**config.mk**
```make
export PLATFORM = sky130hd
export DESIGN_NAME = syncfifo_param_flat
export DESIGN_NICKNAME = d
export VERILOG_FILES = /design/src/rtl/syncfifo_param_if.sv /design/src/rtl/syncfifo_param.sv /design/src/flat_wrapper.sv
export SDC_FILE = /design/constraint.sdc
export NUM_CORES = 1
export LEC_CHECK = 0
export CAP_MARGIN = 40
export CORE_MARGIN = 2
export CORE_UTILIZATION = 57
export CTS_CLUSTER_DIAMETER = 30
export DETAILED_ROUTE_END_ITERATION = 16
export PLACE_DENSITY = 0.77
export SYNTH_ARGS = -nofsm -noshare
export SYNTH_HDL_FRONTEND = slang
export SYNTH_SLANG_ARGS = --single-unit
```
**constraint.sdc**
```tcl
create_clock -name clk -period 3.2 [get_ports clk]
set_clock_uncertainty 0.1 [all_clocks]
set_input_delay 0.64 -clock clk [delete_from_list [all_inputs] [get_ports clk]]
set_output_delay 0.64 -clock clk [all_outputs]
set_load 0.01 [all_outputs]
```
**src/rtl/syncfifo_param_if.sv**
```systemverilog
// Handshake/status bundle between syncfifo_param and its producer/consumer.
// master = the block driving requests; slave = the FIFO itself.
interface syncfifo_param_if #(
    parameter int DATA_WIDTH = 8,
    parameter int DEPTH      = 8
);
    localparam int CNT_W = $clog2(DEPTH) + 1;

    logic                  write_en;
    logic                  read_en;
    logic [DATA_WIDTH-1:0] data_in;
    logic                  flush;
    logic                  clr_err;
    logic [DATA_WIDTH-1:0] out;
    logic                  full;
    logic                  empty;
    logic                  almost_full;
    logic                  almost_empty;
    logic [CNT_W-1:0]      count;
    logic                  overflow;
    logic                  underflow;

    modport master (
        output write_en, read_en, data_in, flush, clr_err,
        input  out, full, empty, almost_full, almost_empty, count, overflow, underflow
    );

    modport slave (
        input  write_en, read_en, data_in, flush, clr_err,
        output out, full, empty, almost_full, almost_empty, count, overflow, underflow
    );
endinterface

```
**src/rtl/syncfifo_param.sv**
```systemverilog
// Parametrised single-clock FIFO with occupancy, almost flags, sticky errors and flush.
// Define SYNCFIFO_FWFT_EN for first-word-fall-through output; default is registered out.
module syncfifo_param #(
    parameter int DATA_WIDTH = 8,
    parameter int DEPTH      = 8,
    parameter int AF_THRESH  = 6,
    parameter int AE_THRESH  = 1
) (
    input logic            clk,
    input logic            reset,
    syncfifo_param_if.slave bus
);
    localparam int ADDR_W = $clog2(DEPTH);
    localparam int PTR_W  = ADDR_W + 1;

    typedef logic [PTR_W-1:0]  ptr_t;
    typedef logic [ADDR_W-1:0] addr_t;

    localparam ptr_t DEPTH_P = ptr_t'(DEPTH);
    localparam ptr_t AF_P    = ptr_t'(AF_THRESH);
    localparam ptr_t AE_P    = ptr_t'(AE_THRESH);

    typedef struct packed {
        logic full;
        logic empty;
        logic almost_full;
        logic almost_empty;
    } flags_t;

    localparam flags_t FLAGS_RST = '{full: 1'b0, empty: 1'b1, almost_full: 1'b0, almost_empty: 1'b1};

    logic [DATA_WIDTH-1:0] mem_q [DEPTH];

    ptr_t   wr_ptr_q, wr_ptr_d;
    ptr_t   rd_ptr_q, rd_ptr_d;
    ptr_t   count_q,  count_d;
    flags_t flags_q,  flags_d;
    logic   ovf_q,    ovf_d;
    logic   udf_q,    udf_d;
    logic   wr_acc;
    logic   rd_acc;

    // Acceptance looks only at the registered flags, so it never depends on this cycle's update.
    always_comb begin
        wr_acc = bus.write_en && !flags_q.full  && !bus.flush;
        rd_acc = bus.read_en  && !flags_q.empty && !bus.flush;
    end

    // NOTE: every output of this block gets a default first, so no path leaves a variable unassigned (no latch).
    always_comb begin
        wr_ptr_d = wr_ptr_q;
        rd_ptr_d = rd_ptr_q;
        count_d  = count_q;
        ovf_d    = ovf_q;
        udf_d    = udf_q;

        if (bus.clr_err) begin
            ovf_d = 1'b0;
            udf_d = 1'b0;
        end

        if (bus.flush) begin
            wr_ptr_d = '0;
            rd_ptr_d = '0;
            count_d  = '0;
        end else begin
            if (wr_acc) wr_ptr_d = wr_ptr_q + 1'b1;
            if (rd_acc) rd_ptr_d = rd_ptr_q + 1'b1;

            unique case ({wr_acc, rd_acc})
                2'b10:   count_d = count_q + 1'b1;
                2'b01:   count_d = count_q - 1'b1;
                default: count_d = count_q;
            endcase

            // Set after the clear so a fresh error in the clr_err cycle survives.
            if (bus.write_en && flags_q.full)  ovf_d = 1'b1;
            if (bus.read_en  && flags_q.empty) udf_d = 1'b1;
        end

        flags_d.full         = (wr_ptr_d[ADDR_W] != rd_ptr_d[ADDR_W]) &&
                               (wr_ptr_d[ADDR_W-1:0] == rd_ptr_d[ADDR_W-1:0]);
        flags_d.empty        = (wr_ptr_d == rd_ptr_d);
        flags_d.almost_full  = (count_d >= AF_P);
        flags_d.almost_empty = (count_d <= AE_P);
    end

    // NOTE: state registers use non-blocking assignments so every flop samples pre-edge values.
    always_ff @(posedge clk) begin
        if (reset) begin
            wr_ptr_q <= '0;
            rd_ptr_q <= '0;
            count_q  <= '0;
            flags_q  <= FLAGS_RST;
            ovf_q    <= 1'b0;
            udf_q    <= 1'b0;
        end else begin
            wr_ptr_q <= wr_ptr_d;
            rd_ptr_q <= rd_ptr_d;
            count_q  <= count_d;
            flags_q  <= flags_d;
            ovf_q    <= ovf_d;
            udf_q    <= udf_d;
        end
    end

    // NOTE: the storage array has no reset; pointers and flags alone define what is valid.
    always_ff @(posedge clk) begin
        if (!reset && wr_acc) begin
            mem_q[addr_t'(wr_ptr_q[ADDR_W-1:0])] <= bus.data_in;
        end
    end

`ifdef SYNCFIFO_FWFT_EN
    // Head entry falls through; forced to zero while nothing valid is stored.
    assign bus.out = flags_q.empty ? '0 : mem_q[addr_t'(rd_ptr_q[ADDR_W-1:0])];
`else
    logic [DATA_WIDTH-1:0] out_q, out_d;

    always_comb begin
        out_d = out_q;
        if (rd_acc) out_d = mem_q[addr_t'(rd_ptr_q[ADDR_W-1:0])];
    end

    always_ff @(posedge clk) begin
        if (reset) out_q <= '0;
        else       out_q <= out_d;
    end

    assign bus.out = out_q;
`endif

    assign bus.full         = flags_q.full;
    assign bus.empty        = flags_q.empty;
    assign bus.almost_full  = flags_q.almost_full;
    assign bus.almost_empty = flags_q.almost_empty;
    assign bus.count        = count_q;
    assign bus.overflow     = ovf_q;
    assign bus.underflow    = udf_q;

    // Pointer-derived flags must always agree with the occupancy counter.
    a_full_cnt:  assert property (@(posedge clk) disable iff (reset) flags_q.full  == (count_q == DEPTH_P));
    a_empty_cnt: assert property (@(posedge clk) disable iff (reset) flags_q.empty == (count_q == '0));
endmodule

```
**src/flat_wrapper.sv**
```systemverilog
// flat-port wrapper written by rule: the top's interface ports become plain ports
module syncfifo_param_flat 
#(
    parameter int DATA_WIDTH = 8,
    parameter int DEPTH      = 8,
    parameter int AF_THRESH  = 6,
    parameter int AE_THRESH  = 1
)
  (clk, reset, bus_write_en, bus_read_en, bus_data_in, bus_flush, bus_clr_err, bus_out, bus_full, bus_empty, bus_almost_full, bus_almost_empty, bus_count, bus_overflow, bus_underflow);
  syncfifo_param_if #(.DATA_WIDTH(DATA_WIDTH), .DEPTH(DEPTH)) bus_i ();
  input logic clk;
  input logic reset;
  input wire logic [$bits(bus_i.write_en)-1:0] bus_write_en;
  input wire logic [$bits(bus_i.read_en)-1:0] bus_read_en;
  input wire logic [$bits(bus_i.data_in)-1:0] bus_data_in;
  input wire logic [$bits(bus_i.flush)-1:0] bus_flush;
  input wire logic [$bits(bus_i.clr_err)-1:0] bus_clr_err;
  output wire logic [$bits(bus_i.out)-1:0] bus_out;
  output wire logic [$bits(bus_i.full)-1:0] bus_full;
  output wire logic [$bits(bus_i.empty)-1:0] bus_empty;
  output wire logic [$bits(bus_i.almost_full)-1:0] bus_almost_full;
  output wire logic [$bits(bus_i.almost_empty)-1:0] bus_almost_empty;
  output wire logic [$bits(bus_i.count)-1:0] bus_count;
  output wire logic [$bits(bus_i.overflow)-1:0] bus_overflow;
  output wire logic [$bits(bus_i.underflow)-1:0] bus_underflow;
  assign bus_i.write_en = bus_write_en;
  assign bus_i.read_en = bus_read_en;
  assign bus_i.data_in = bus_data_in;
  assign bus_i.flush = bus_flush;
  assign bus_i.clr_err = bus_clr_err;
  assign bus_out = bus_i.out;
  assign bus_full = bus_i.full;
  assign bus_empty = bus_i.empty;
  assign bus_almost_full = bus_i.almost_full;
  assign bus_almost_empty = bus_i.almost_empty;
  assign bus_count = bus_i.count;
  assign bus_overflow = bus_i.overflow;
  assign bus_underflow = bus_i.underflow;
  syncfifo_param #(.DATA_WIDTH(DATA_WIDTH), .DEPTH(DEPTH), .AF_THRESH(AF_THRESH), .AE_THRESH(AE_THRESH)) u_core (.clk(clk), .reset(reset), .bus(bus_i));
endmodule
```
---- After elaboration in Yosys (flattened, before gate mapping) ----
Memory sizes are Yosys's and may differ from the RTL's. A register that Yosys moved wholly into a read port is not among the register bits.
Cells that the tools add are included.
operators by class
  magnitude comparators ................... 2
  equality and inequality tests ........... 5
  add/subtract/negate cells ............... 4
  muxes and demuxes ....................... 14
  reduce and logical (&&, ||, !) cells .... 12
operators by type and width
  kind                   number
  $mux W4                5
  $add A4 B1 Y4 const B  3
  $logic_and A1 B1 Y1    8
  $mux W1                8
  $pmux W4 S2            1
  $eq A4 B4 Y1           1
  $ge A4 B3 Y1 const B   1
  $le A4 B1 Y1 const B   1
  $logic_not A1 Y1       4
  $sub A4 B1 Y4 const B  1
  $eq A3 B3 Y1           1
  $eq A2 B1 Y1 const B   1
  $eq A2 B2 Y1 const B   1
  $ne A1 B1 Y1           1
storage, ports and cells
  output and inout port bits .............. 18
  logic and storage cells ................. 47
  input bits .............................. 14
  bits in registers ....................... 18
  bits in writable memories ............... 64
  memories ................................ 1
memories
  memory        depth  width  read ports  clocked after memory_dff  write ports  line                  text
  u_core.mem_q  8      8      1           1                         1            syncfifo_param.sv:32  logic [DATA_WIDTH-1:0] mem_q [DEPTH];

---- Longest topological paths before layout ----
  depth in word-level cells ............... 7
  gate-level depth with buffers ........... 10
  gate-level depth less buffers ........... 10

---- Worst setup path after synthesis ----
No wires, ideal clock.
  kind .................................... input -> register
  start point ............................. input bus_flush
  end point ............................... register u_core.flags_q (netlist bit u_core.bus.almost_full)
  stages on the path ...................... 10
  setup time .............................. 92 ps
  buffers on the path ..................... 1
  data arrival time ....................... 2584 ps
  data required time ...................... 3008 ps
  slack ................................... 424 ps
  cells stage by stage .................... nor3b_4 > buf_2 > ha_1 > xor2_1 > ha_1 > a21oi_1 > xnor2_1 > nor3b_1 > o21ai_1 > o32ai_1
on the way
  cells in the longest elaborated chain, start to end .. 6
  elaborated cells between the ends (all ways) .. 8
  classes of those cells .................. order compare: 1; eq/ne: 2; mux: 2; reduce/logical: 3
RTL lines
  what                                          line                                        text
  start: declaration                            flat_wrapper.sv:16                          input wire logic [$bits(bus_i.flush)-1:0] bus_flush;
  $logic_not A1 Y1                              syncfifo_param.sv:45, syncfifo_param.sv:46
  $logic_and A1 B1 Y1 (on tied branches)        syncfifo_param.sv:46, syncfifo_param.sv:45
  $eq A2 B1 Y1 or $eq A2 B2 Y1 (tied branches)  syncfifo_param.sv:70                        unique case ({wr_acc, rd_acc})
  $pmux W4 S2                                   syncfifo_param.sv:70
  $mux W4 (*)                                   syncfifo_param.sv:62                        if (bus.flush) begin
  $ge A4 B3 Y1 (*)                              syncfifo_param.sv:84                        flags_d.almost_full = (count_d >= AF_P);
  end signal: assignment                        syncfifo_param.sv:101                       flags_q <= flags_d;
  end: declaration                              syncfifo_param.sv:37                        flags_t flags_q, flags_d;
Mark *: on every way between the ends. The rest lies on a longest branch, timed or not.
A chain may end at the register's enable or synchronous reset.

---- Final worst setup path ----
  start point ............................. input bus_write_en
  end point ............................... register u_core.flags_q (netlist bit u_core.bus.almost_full)
on the way
  cells in the longest elaborated chain, start to end .. 6
  elaborated cells between the ends (all ways) .. 7
  classes of those cells .................. order compare: 1; eq/ne: 2; mux: 2; reduce/logical: 2
RTL lines
  what                                          line                  text
  start: declaration                            flat_wrapper.sv:13    input wire logic [$bits(bus_i.write_en)-1:0] bus_write_en;
  $logic_and A1 B1 Y1 (*) (2 in series)         syncfifo_param.sv:45  wr_acc = bus.write_en && !flags_q.full && !bus.flush;
  $eq A2 B1 Y1 or $eq A2 B2 Y1 (tied branches)  syncfifo_param.sv:70
  $pmux W4 S2 (*)                               syncfifo_param.sv:70
  $mux W4 (*)                                   syncfifo_param.sv:62
  $ge A4 B3 Y1 (*)                              syncfifo_param.sv:84
Marked as above.

==> flow_summary_export.csv <==
group,metric,value,unit
outcome,status,"complete, no violations",
power,switching_share,0.215,
grt,grt_overflow,0,
setup_path,crit_path_start_kind,"primary input",
layout,final_nets,295,
cts,htree_levels,3,
grt,grt_start_max_net_pins,19,
synthesis,syn_area_per_cell,16.0,um^2
layout,final_cell_mix,"edfxtp_1 (64), clkdlybuf4s50_1 (31), nor2_1 (27), dfxtp_1 (26)",
power,powerDensity,498,mW/mm^2
setup_path,worstReg2RegStart,"u_core.bus.full",
synthesis,syn_nets,247,
drt,route.detailed.wl_per_inst,17.8,um
drt,via_per_inst,5.66,
grt,antenna_found_initial,0,
synthesis,synthArstFlopShare,0,
drt,dr.pass1.iters,4,
power,p_seq_frac,0.590,
grt,grt.total_usage,0.200,
cts,cts_buffer_depth,2,
power,combPwrFrac,0.048,
power,ir_drop,0.000414,V
cts,root_buffer,"clkbuf_8",
layout,multiInputGateArea,0.00113,mm^2
setup_path,endpoint_kind,"register",
cts,clock_latency,0.35,ns
setup_path,timing.rr.end,"u_core.bus.almost_full",
die,rows,29,
power,power.total,2.14,mW
job,drv_cap,0,
power,leakage,1.43,nW
setup_path,worstPathArrival,2.98,ns
setup_path,required,3.36,ns
place,globalplace.congestion,0.749,
layout,drive_gt1_frac,0.185,
sta,post-route-period-util,0.882,
synthesis,yosys_warnings,0,
drt,drt-total-wl,6.36,mm
die,core_region_area,0.00628,mm^2
power,clkPwrFrac,0.363,
die,die_w,83.9,um
layout,area_growth,18.4,%
grt,grt_pass1_vias,2084,
cts,cts_tree,"built",
drt,via_count,2028,
synthesis,syn_inst,228,
die,die_area,0.00704,mm^2
layout,regArea,0.00244,mm^2
power,switching_power,0.461,mW
setup_path,r2r_slack,0.86,ns
sta,fin_hold_ws,0.371,ns
die,dieHeight,83.9,um
die,ioPinCount,32,
sta,fin_tns_setup,0,ns
setup_path,crit_start,"bus_write_en",
place,placed_area,0.00410,mm^2
grt,grt_pass1_wl,10.5,mm
min_path,hold_class,"register to register",
power,internal-power,1.68,mW
cts,post-cts-setup-buffers,0,
setup_path,cp-endpoint,"u_core.bus.almost_full",
layout,diodes,0,
sta,tightestPinTransition,0.646,ns
drt,route.detailed.drc,0,
cts,holdBufCountCts,0,
layout,final_common_cell,"edfxtp_1",
sta,slew_viol_final,0,
sta,fmax,354,MHz
die,initial_core_util,0.579,
setup_path,cp_max_fo,3,
cts,cts_sinks,90,
synthesis,synthDistinctLibCells,36,
cts,cts_resized,0,
synthesis,netlist_area,0.00364,mm^2
layout,fill_cells,425,
synthesis,yosys_most_used_dff,"edfxtp_1",
drt,first_iter_violations,177,
cts,clkTransAtPathRegs,0.09,ns
sta,hold_viol,0,
synthesis,ys_seq_area_frac,0.671,
sta,slew_headroom,0.569,
layout,fin_area,0.00431,mm^2
setup_path,worstRegToRegCells,10,
setup_path,criticalPathCategory,"primary input to register",
sta,post-route-min-period,2.82,ns
place,port_buffers,31,
synthesis,synth_edf_count,64,
synthesis,ys_seq_elements,90,
sta,rsz0062_at_grt,"no",
min_path,min_from,"u_core.bus.overflow",
drt,drtAntennaViolNets,0,
sta,setup_viol,0,
place,hpwl,4.30,mm
cts,cts-buffers-inserted,9,
kinds of logic after synthesis:
logic type	share of synthesized area
AOI/OAI and AO/OA	0.0413
muxes	0.127
DFF	0.671
and+or+nand+nor	0.0802
adders and majority gates	0.0172
buffers and inverters	0.0189
xor gates and xnor gates	0.0444
power by group through the flow:
stage	Combinational (mW)	Clock (mW)	Sequential, mW
global placement	0.101	0	1.29
detailed placement	0.103	0	1.29
global route	0.113	0.839	1.27
CTS	0.103	0.795	1.26
finish	0.103	0.777	1.26
floorplan	0.0486	0	1.29
flip-flops by register name, indices dropped and copies added (netlist names):
signal and cells:
u_core.bus.almost_empty 1, u_core.bus.almost_full 1, u_core.bus.count 4, u_core.bus.empty 1
u_core.bus.full 1, u_core.bus.out 8, u_core.bus.overflow 1, u_core.bus.underflow 1
u_core.mem_q 64, u_core.rd_ptr_q 4, u_core.wr_ptr_q 4
Yosys cell counts, drive strengths merged (4+ instances only):
cell | n | area (um^2)
xnor2 | 7 | 61.3
dfxtp | 26 | 521
nor3 | 4 | 20.0
nor2 | 27 | 101
nand2 | 7 | 26.3
nand2b | 6 | 37.5
buf | 7 | 50.1
edfxtp | 64 | 1920
ha | 5 | 62.6
mux4 | 16 | 360
mux2i | 10 | 100
a211oi | 8 | 60.1
a21oi | 5 | 25.0
xor2 | 8 | 77.6
critical path, stage by stage:
cell,delay [ns]
clkdlybuf4s50_1,0.49
nor2b_1,0.18
nand2b_1,0.10
ha_1,0.23
xor2_1,0.16
ha_1,0.19
a21oi_1,0.16
xnor2_1,0.15
nor3b_1,0.29
o21ai_1,0.11
o32ai_1,0.27
how the worst min path moves through the flow:
stage	endpoint	depth (start not counted)
after floorplan	u_core.bus.overflow	2
after global placement	u_core.bus.underflow	2
after detailed placement	u_core.bus.overflow	2
after CTS	u_core.bus.overflow	2
after global routing	u_core.bus.overflow	2
final	u_core.bus.overflow	2
per-layer routing:
layer  global-route usage  wire length (um)  up-vias  share of wire
li1                     -                 -      963              -
met1                0.275              2820      999           0.44
met2                0.308              3110       55           0.49
met3               0.0356               307       11          0.048
met4                0.109               121        0          0.019
met5                    0                 0        -              0
metrics by stage:
stage	worst slack, ns	utilization	cells
final	0.378	0.686	358
after CTS	0.392	0.686	358
after detailed placement	0.00719	0.654	342
after global routing	0.186	0.686	358
after floorplan	0.424	-	228
after global placement	0.125	0.654	342
cell type report:
cell class | instances | area share
Clock buffer | 9 | 0.0288
Clock inverter | 7 | 0.0183
Timing Repair Buffer | 47 | 0.100
Inverter | 2 | 0.00174
Sequential cell | 90 | 0.567
Tap cell | 77 | 0.0224
Multi-Input combinational cell | 126 | 0.262
(Power assumes the default switching activity.)
